[src/rtl/xorshift_stream_gen_pkg.sv]
// Shared types and defaults for the xorshift stream generator.
package xorshift_stream_gen_pkg;

    // Job sequencer states
    typedef enum logic [1:0] {
        ST_IDLE   = 2'd0,
        ST_CALC   = 2'd1,
        ST_OUTPUT = 2'd2,
        ST_FINISH = 2'd3
    } state_e;

    localparam int unsigned DEF_WIDTH   = 32;
    localparam int unsigned DEF_SHIFT_A = 13;
    localparam int unsigned DEF_SHIFT_B = 17;
    localparam int unsigned DEF_SHIFT_C = 5;
    localparam int unsigned DEF_CNT_W   = 9;

    // Substitute seed so an all-zero seed never locks the generator at zero
    localparam logic [31:0] DEF_ZERO_SEED = 32'h2545_F491;

endpackage

[src/rtl/xorshift_step.sv]
// Combinational xorshift step: three single sub-steps of the input plus the chained full step.
module xorshift_step
    import xorshift_stream_gen_pkg::*;
#(
    parameter int unsigned WIDTH   = DEF_WIDTH,
    parameter int unsigned SHIFT_A = DEF_SHIFT_A,
    parameter int unsigned SHIFT_B = DEF_SHIFT_B,
    parameter int unsigned SHIFT_C = DEF_SHIFT_C
) (
    input  logic [WIDTH-1:0] x_i,
    output logic [WIDTH-1:0] sub_a_o,
    output logic [WIDTH-1:0] sub_b_o,
    output logic [WIDTH-1:0] sub_c_o,
    output logic [WIDTH-1:0] full_o
);

    logic [WIDTH-1:0] chain_a;
    logic [WIDTH-1:0] chain_b;

    // Each sub-step applied on its own to x_i, used by the iterative path one per cycle
    assign sub_a_o = x_i ^ (x_i << SHIFT_A);
    assign sub_b_o = x_i ^ (x_i >> SHIFT_B);
    assign sub_c_o = x_i ^ (x_i << SHIFT_C);

    // Full step in order A, B, C, used by the fast path
    assign chain_a = x_i ^ (x_i << SHIFT_A);
    assign chain_b = chain_a ^ (chain_a >> SHIFT_B);
    assign full_o  = chain_b ^ (chain_b << SHIFT_C);

endmodule

[src/rtl/xorshift_stream_gen.sv]
// Job-based xorshift number stream with valid/ready output, fast or iterative update.
module xorshift_stream_gen
    import xorshift_stream_gen_pkg::*;
#(
    parameter int unsigned WIDTH     = DEF_WIDTH,
    parameter int unsigned SHIFT_A   = DEF_SHIFT_A,
    parameter int unsigned SHIFT_B   = DEF_SHIFT_B,
    parameter int unsigned SHIFT_C   = DEF_SHIFT_C,
    parameter int unsigned CNT_W     = DEF_CNT_W,
    parameter logic [31:0] ZERO_SEED = DEF_ZERO_SEED
) (
    input  logic             clk,
    input  logic             rst_n,
    input  logic             in_valid,
    input  logic [WIDTH-1:0] seed,
    input  logic [CNT_W-1:0] count,
    input  logic             fast_mode,
    input  logic             out_ready,
    output logic             out_valid,
    output logic [WIDTH-1:0] rand_num,
    output logic             busy,
    output logic             done
);

    localparam logic [WIDTH-1:0] ZSEED = WIDTH'(ZERO_SEED);

    state_e           state_q;
    logic [1:0]       k_q;
    logic [WIDTH-1:0] x_q;
    logic [CNT_W-1:0] remaining_q;
    logic             mode_q;
    logic             out_valid_q;
    logic [WIDTH-1:0] rand_num_q;
    logic             busy_q;
    logic             done_q;

    logic [WIDTH-1:0] x_sub_a_d;
    logic [WIDTH-1:0] x_sub_b_d;
    logic [WIDTH-1:0] x_sub_c_d;
    logic [WIDTH-1:0] x_full_d;
    logic [WIDTH-1:0] seed_sel;

    // In OUTPUT x_q mirrors rand_num_q, so one step instance serves both CALC and fast OUTPUT
    xorshift_step #(
        .WIDTH   (WIDTH),
        .SHIFT_A (SHIFT_A),
        .SHIFT_B (SHIFT_B),
        .SHIFT_C (SHIFT_C)
    ) u_step (
        .x_i     (x_q),
        .sub_a_o (x_sub_a_d),
        .sub_b_o (x_sub_b_d),
        .sub_c_o (x_sub_c_d),
        .full_o  (x_full_d)
    );

    assign seed_sel = (seed == '0) ? ZSEED : seed;

    // Job sequencer: accept, compute, hold output under backpressure, finish with a done pulse
    always_ff @(posedge clk or negedge rst_n) begin
        if (!rst_n) begin
            state_q     <= ST_IDLE;
            k_q         <= 2'd0;
            x_q         <= '0;
            remaining_q <= '0;
            mode_q      <= 1'b0;
            out_valid_q <= 1'b0;
            rand_num_q  <= '0;
            busy_q      <= 1'b0;
            done_q      <= 1'b0;
        end else begin
            done_q <= 1'b0;
            unique case (state_q)
                ST_IDLE: begin
                    if (in_valid) begin
                        x_q         <= seed_sel;
                        remaining_q <= count;
                        mode_q      <= fast_mode;
                        busy_q      <= 1'b1;
                        k_q         <= 2'd0;
                        state_q     <= (count == '0) ? ST_FINISH : ST_CALC;
                    end
                end
                ST_CALC: begin
                    if (mode_q) begin
                        x_q         <= x_full_d;
                        rand_num_q  <= x_full_d;
                        out_valid_q <= 1'b1;
                        state_q     <= ST_OUTPUT;
                    end else begin
                        case (k_q)
                            2'd0: begin
                                x_q <= x_sub_a_d;
                                k_q <= 2'd1;
                            end
                            2'd1: begin
                                x_q <= x_sub_b_d;
                                k_q <= 2'd2;
                            end
                            default: begin
                                x_q         <= x_sub_c_d;
                                rand_num_q  <= x_sub_c_d;
                                out_valid_q <= 1'b1;
                                k_q         <= 2'd0;
                                state_q     <= ST_OUTPUT;
                            end
                        endcase
                    end
                end
                ST_OUTPUT: begin
                    if (out_ready) begin
                        remaining_q <= remaining_q - CNT_W'(1);
                        if (remaining_q == CNT_W'(1)) begin
                            out_valid_q <= 1'b0;
                            state_q     <= ST_FINISH;
                        end else if (mode_q) begin
                            x_q        <= x_full_d;
                            rand_num_q <= x_full_d;
                        end else begin
                            out_valid_q <= 1'b0;
                            k_q         <= 2'd0;
                            state_q     <= ST_CALC;
                        end
                    end
                end
                ST_FINISH: begin
                    done_q  <= 1'b1;
                    busy_q  <= 1'b0;
                    state_q <= ST_IDLE;
                end
            endcase
        end
    end

    assign out_valid = out_valid_q;
    assign rand_num  = rand_num_q;
    assign busy      = busy_q;
    assign done      = done_q;

endmodule
[config.mk]
export PLATFORM = sky130hd
export DESIGN_NAME = xorshift_stream_gen
export DESIGN_NICKNAME = d
export VERILOG_FILES = /design/src/rtl/xorshift_stream_gen_pkg.sv /design/src/rtl/xorshift_step.sv /design/src/rtl/xorshift_stream_gen.sv
export SDC_FILE = /design/constraint.sdc
export NUM_CORES = 1
export LEC_CHECK = 0
export BUFFER_PORTS_ARGS = -buffer_cell sky130_fd_sc_hd__buf_2
export CAP_MARGIN = 20
export CORE_ASPECT_RATIO = 0.9
export CORE_MARGIN = 4
export CORE_UTILIZATION = 40
export DETAILED_ROUTE_END_ITERATION = 10
export PLACE_DENSITY_LB_ADDON = 0.05
export SETUP_SLACK_MARGIN = 0.5
export SKIP_CTS_REPAIR_TIMING = 1
export SLEW_MARGIN = 30
export SYNTH_ARGS = -nofsm -noshare
export SYNTH_HDL_FRONTEND = slang
export SYNTH_SLANG_ARGS = --single-unit
[constraint.sdc]
create_clock -name clk -period 6.6 [get_ports clk]
set_clock_uncertainty 0.05 [all_clocks]
set_input_delay 0.66 -clock clk [delete_from_list [all_inputs] [get_ports clk]]
set_output_delay 0.66 -clock clk [all_outputs]
set_load 0.02 [all_outputs]
After elaboration in Yosys (flattened, before gate mapping) --
Index checks and enable logic that the tools add are counted.
Word-level totals: register bits after elaboration 81, input port bits 46, output and inout port bits 35, logic and storage cells 83
Operators by class: $add $sub $neg 1, eq/ne operators 13, multiplexer cells 38, bitwise logic cells 5, reductions and logical operators 17
Operators by type and width (count):
- 32-bit two-way mux | 8
- 32-bit case mux with 2 select lines | 2
- 32-bit case mux with 3 select lines | 1
- 32-bit XOR | 3
- 32-bit by 15-bit XOR with 32-bit output | 2
- 32-bit zero test | 1
- 2-bit two-way mux | 12
- 9-bit two-way mux | 2
- 9-bit case mux with 2 select lines | 1
- 2-bit inequality test, second input constant | 6
- 5-bit AND reduction | 2
- 9-bit by 1-bit == test with 1-bit output, second input constant | 1
- 9-bit zero test | 1
- 9-bit by 1-bit subtractor with 9-bit output, second input constant | 1
- 2-bit case mux with 4 select lines | 1
- 4-bit AND reduction | 2
- 1-bit two-way mux | 7
- 3-bit inequality test, second input constant | 2
- 2-bit case mux with 3 select lines | 1
- 6-bit AND reduction | 1
- 2-bit nonzero test | 3
- 2-bit by 1-bit == test with 1-bit output, second input constant | 2
- 2-bit == test, second input constant | 2
- 2-bit zero test | 2
- 6 further kinds | 8

Depth between registers and ports, before layout --
depth after elaboration 7, depth in mapped cells 9, gate-level depth less buffers 7

By module --
Synthesis repeated with hierarchy kept, for this count alone.
Second synthesis, totals: cell total of the unflattened synthesis 718, area total of the unflattened synthesis 6543.8 um^2
Modules (own cells, without submodules):
- xorshift_stream_gen | times used 1, cells each 563, area an instance 5032.3 um^2
- xorshift_step | times used 1, cells each 155, area an instance 1511.4 um^2

Least setup slack after synthesis --
OpenSTA, ideal clock, no wires.
kind register to register, start point register state_q[0], end point register rand_num_q[20] (netlist: rand_num[20]), data arrival time 1.905 ns, required time 6.425 ns, setup slack 4.520 ns, stages on the path, launching flop included 9, buffers on the path 2, period minus slack after synthesis 2.080 ns, path through dfrtp_1 -> inv_1 -> ha_1 -> buf_4 -> nor2_1 -> clkbuf_1 -> nor2_1 -> xnor2_1 -> mux2_4
On the way: word-level cells in the longest chain between the ends 3, elaborated cells between the ends (all ways) 9, classes of those cells eq/ne: 6; mux: 1; reduce/logical: 2
Ends and longest elaborated chain:
- start, declared | line xorshift_stream_gen.sv:27 | state_e state_q;
- start signal, assigned | line xorshift_stream_gen.sv:81 | state_q <= (count == '0) ? ST_FINISH : ST_CALC;
- 2-bit by 1-bit == test with 1-bit output or 2-bit == test (tied branches) | line xorshift_stream_gen.sv:73 | unique case (state_q)
- 3-bit inequality test (no source line) (tied with other cells)
- 5-bit AND reduction (no source line)
- end signal, assigned | line xorshift_stream_gen.sv:87 | rand_num_q <= x_full_d;
- end signal, assigned | line xorshift_stream_gen.sv:102 | rand_num_q <= x_sub_c_d;
- end signal, assigned | line xorshift_stream_gen.sv:118 | rand_num_q <= x_full_d;
- end, declared | line xorshift_stream_gen.sv:33 | logic [WIDTH-1:0] rand_num_q;
Parallel ways exist; a longest one is shown, timed or not. A chain may end at the register's enable or synchronous reset.

Worst setup path after layout --
start point register state_q[0], end point register x_q[24]
On the way: word-level cells in the longest chain between the ends 3, elaborated cells between the ends (all ways) 10, classes of those cells eq/ne: 6; mux: 1; reduce/logical: 3
Ends and longest elaborated chain:
- 2-bit == test (tied with other cells) | line xorshift_stream_gen.sv:73
- 2-bit inequality test (no source line) or 3-bit nonzero test (tied branches)
- 5-bit AND reduction (no source line)
- end signal, assigned | line xorshift_stream_gen.sv:76 | x_q <= seed_sel;
- end signal, assigned | line xorshift_stream_gen.sv:86 | x_q <= x_full_d;
- end signal, assigned | line xorshift_stream_gen.sv:93 | x_q <= x_sub_a_d;
- end, declared | line xorshift_stream_gen.sv:29 | logic [WIDTH-1:0] x_q;
Parallel ways exist; a longest one is shown, timed or not.

==> results.yml <==
die:
  coreArea_um2: 14870
  rows: 42
  die-width_um: 138.5
  start_util: 0.4122
  dieArea_um2: 17370
  io-pin-count: 81
  die_y_um: 125.5
sta:
  fin_crit_sh: 0.4583
  max_slew.worst_pin.slew_ns: 0.8531
  fin_tns_setup_ns: 0
  fmax_mhz: 330.6
  slew_viol_final: 0
  finalHoldViolations: 0
  max_slew_margin: 0.4260
  worst_hold_slack_ns: 0.1521
  setup_viol: 0
  rsz0062_at_grt: "false"
  final.min_clock_period_ns: 3.024
synthesis:
  synth.area.mux_share: 0.06837
  synth_fa_ha_area_frac: 0.01429
  synth_xor_xnor_area_share: 0.1924
  yosysUniqueCellTypes: 70
  avgSynthCellArea_um2: 9.219
  seq_area_frac_synth: 0.3306
  synth_compound_area_frac: 0.1939
  synth_cells: 665
  synth_edf_count: 0
  ys_async_sr_fraction: 1.000
  synth_top_family_by_area: "compound AO/OA/AOI/OAI gates"
  yosys.area_share.simple: 0.1396
  synth_nets: 718
  synth.yosys.warnings: 0
  ys.flop_type: "dfrtp_1"
  synth_area_um2: 6131
  ys_ff_latch: 81
layout:
  drive_gt1_frac: 0.2224
  fin_nets: 754
  syn2layout_area_growth_pct: 10.59
  final_cell_mix: "xnor2_1 (84), dfrtp_1 (81), buf_2 (79)"
  fillerInstances: 1466
  final_area_um2: 6780
  layout_commonest_cell: "xnor2_1"
  diodes: 0
clock_network:
  cts.sinks: 81
  cts_buffers: 9
  cts_root_buf: "clkbuf_16"
  insertion_delay_ns: 0.35
  clockBufferDepth: 2
  cts_tree: "built"
  htreeDepth: 3
  cts.reportedPaths.clkPinSlew_ns: 0.06
flow_run:
  timing.max_cap.violations: 0
detailed_routing:
  wl_um: 19380
  routedWlPerCell_um: 21.44
  firstDrtPassIters: 5
  routed_via_density: 5.771
  vias: 5217
  ant_nets: 0
  drc: 0
  drt-initial-drc-count: 515
placement:
  place_congestion: 0.8955
  io_buffers: 80
  placed_area_um2: 6505
  hpwl_um: 13800
critical_path:
  worstPathRequired_ns: 6.77
  critPathArrivalTime_ns: 3.19
  cp-end-kind: "register"
  critical_path.cell_chain: "inv_1 -> ha_1 -> inv_1 -> o211ai_2 -> buf_4 -> o21ai_0"
  slowest_delay_ns: 0.69
  crit_type: "reg2reg"
  crit_fanout: 26
  path_common_cell: "inv_1"
  crit_slowest_cell: "ha_1"
  cp-start-kind: "register"
grt:
  grt_max_degree: 60
  grt_pass1_wl_um: 30690
  grt.overflow.total: 0
  grt.total_usage: 0.2253
  grt_pass1_vias: 5057
  antenna_found_initial: 1
run_status:
  outcome: "completed"
min_path:
  hold_class: "in2async"
## critical path, delay by kind of cell, from the launching register on
kind | cells | cell delay (ns)
buf+inv | 3 | 1.07
fa+ha+maj | 1 | 0.69
compound gates | 2 | 0.67
flops | 1 | 0.40
## metrics by stage
| step | setup slack (ns) | util | instances |
|---|---|---|---|
| global placement | 3.554 | 0.4372 | 888 |
| CTS | 3.572 | 0.4559 | 904 |
| finish | 3.576 | 0.4559 | 904 |
| detailed placement | 3.590 | 0.4374 | 888 |
| floorplan | 4.520 | - | 665 |
| global route | 3.336 | 0.4559 | 904 |
## final cells by class
class / instances / area (um2) / area share
timing repair buffer: 86 / 447.9 / 0.06606
multi-input combinational: 511 / 3737 / 0.5512
sequential: 81 / 2027 / 0.2989
clock buffer: 13 / 260.3 / 0.03838
tap: 198 / 247.7 / 0.03654
clock inverter: 3 / 15.01 / 0.002214
inverter: 12 / 45.04 / 0.006643
## layer usage
layer,global-route usage,vias up,share of wire
met3,0.05422,36,0.074
met4,0.05985,2,0.019
met2,0.3172,215,0.41
li1,-,2417,-
met5,0,-,0.00041
met1,0.3432,2547,0.49
## kinds of logic after synthesis
logic type / Yosys count
AOI/OAI and AO/OA: 171
xor gates and xnor gates: 119
adders and majority gates: 7
buffers and inverters: 73
DFF: 81
muxes: 35
and+or+nand+nor: 179
## cell usage after synthesis (all sizes together), types with 15 or more instances
cell type / n / area (um2)
buf: 45 / 266.5
nor2: 75 / 281.5
a21oi: 25 / 132.6
o221ai: 15 / 137.6
nand2: 51 / 191.4
xnor2: 95 / 948.4
xor2: 23 / 209.0
dfrtp: 81 / 2027
o21ai: 44 / 220.2
clkbuf: 16 / 61.30
mux2: 28 / 349.1
o22ai: 17 / 106.4
## worst paths after layout
path | start | to | slack, ns | cells past startpoint
max | state_q[0]$_DFFE_PN0P_ | x_q[24]$_DFFE_PN0P_ | 3.58 | 6
min | rst_n | rand_num[14]$_DFFE_PN0P_ | 0.15 | 1
max reg2reg | state_q[0]$_DFFE_PN0P_ | x_q[24]$_DFFE_PN0P_ | 3.58 | 6
min reg2reg | out_valid$_DFFE_PN0P_ | out_valid$_DFFE_PN0P_ | 0.45 | 1
max in group asynchronous | rst_n | rand_num[12]$_DFFE_PN0P_ | 5.23 | 2
min in group clk | out_valid$_DFFE_PN0P_ | out_valid$_DFFE_PN0P_ | 0.45 | 1
## flip-flops by register name (all words and copies together) (netlist names)
name,flops
x_q,32
rand_num,32
mode_q,1
state_q,2
done,1
busy,1
k_q,2
remaining_q,9
out_valid,1
Power is left out: the tool's default activity adds up to more than one toggle a clock period on the data nets, which glitch-free logic cannot reach.
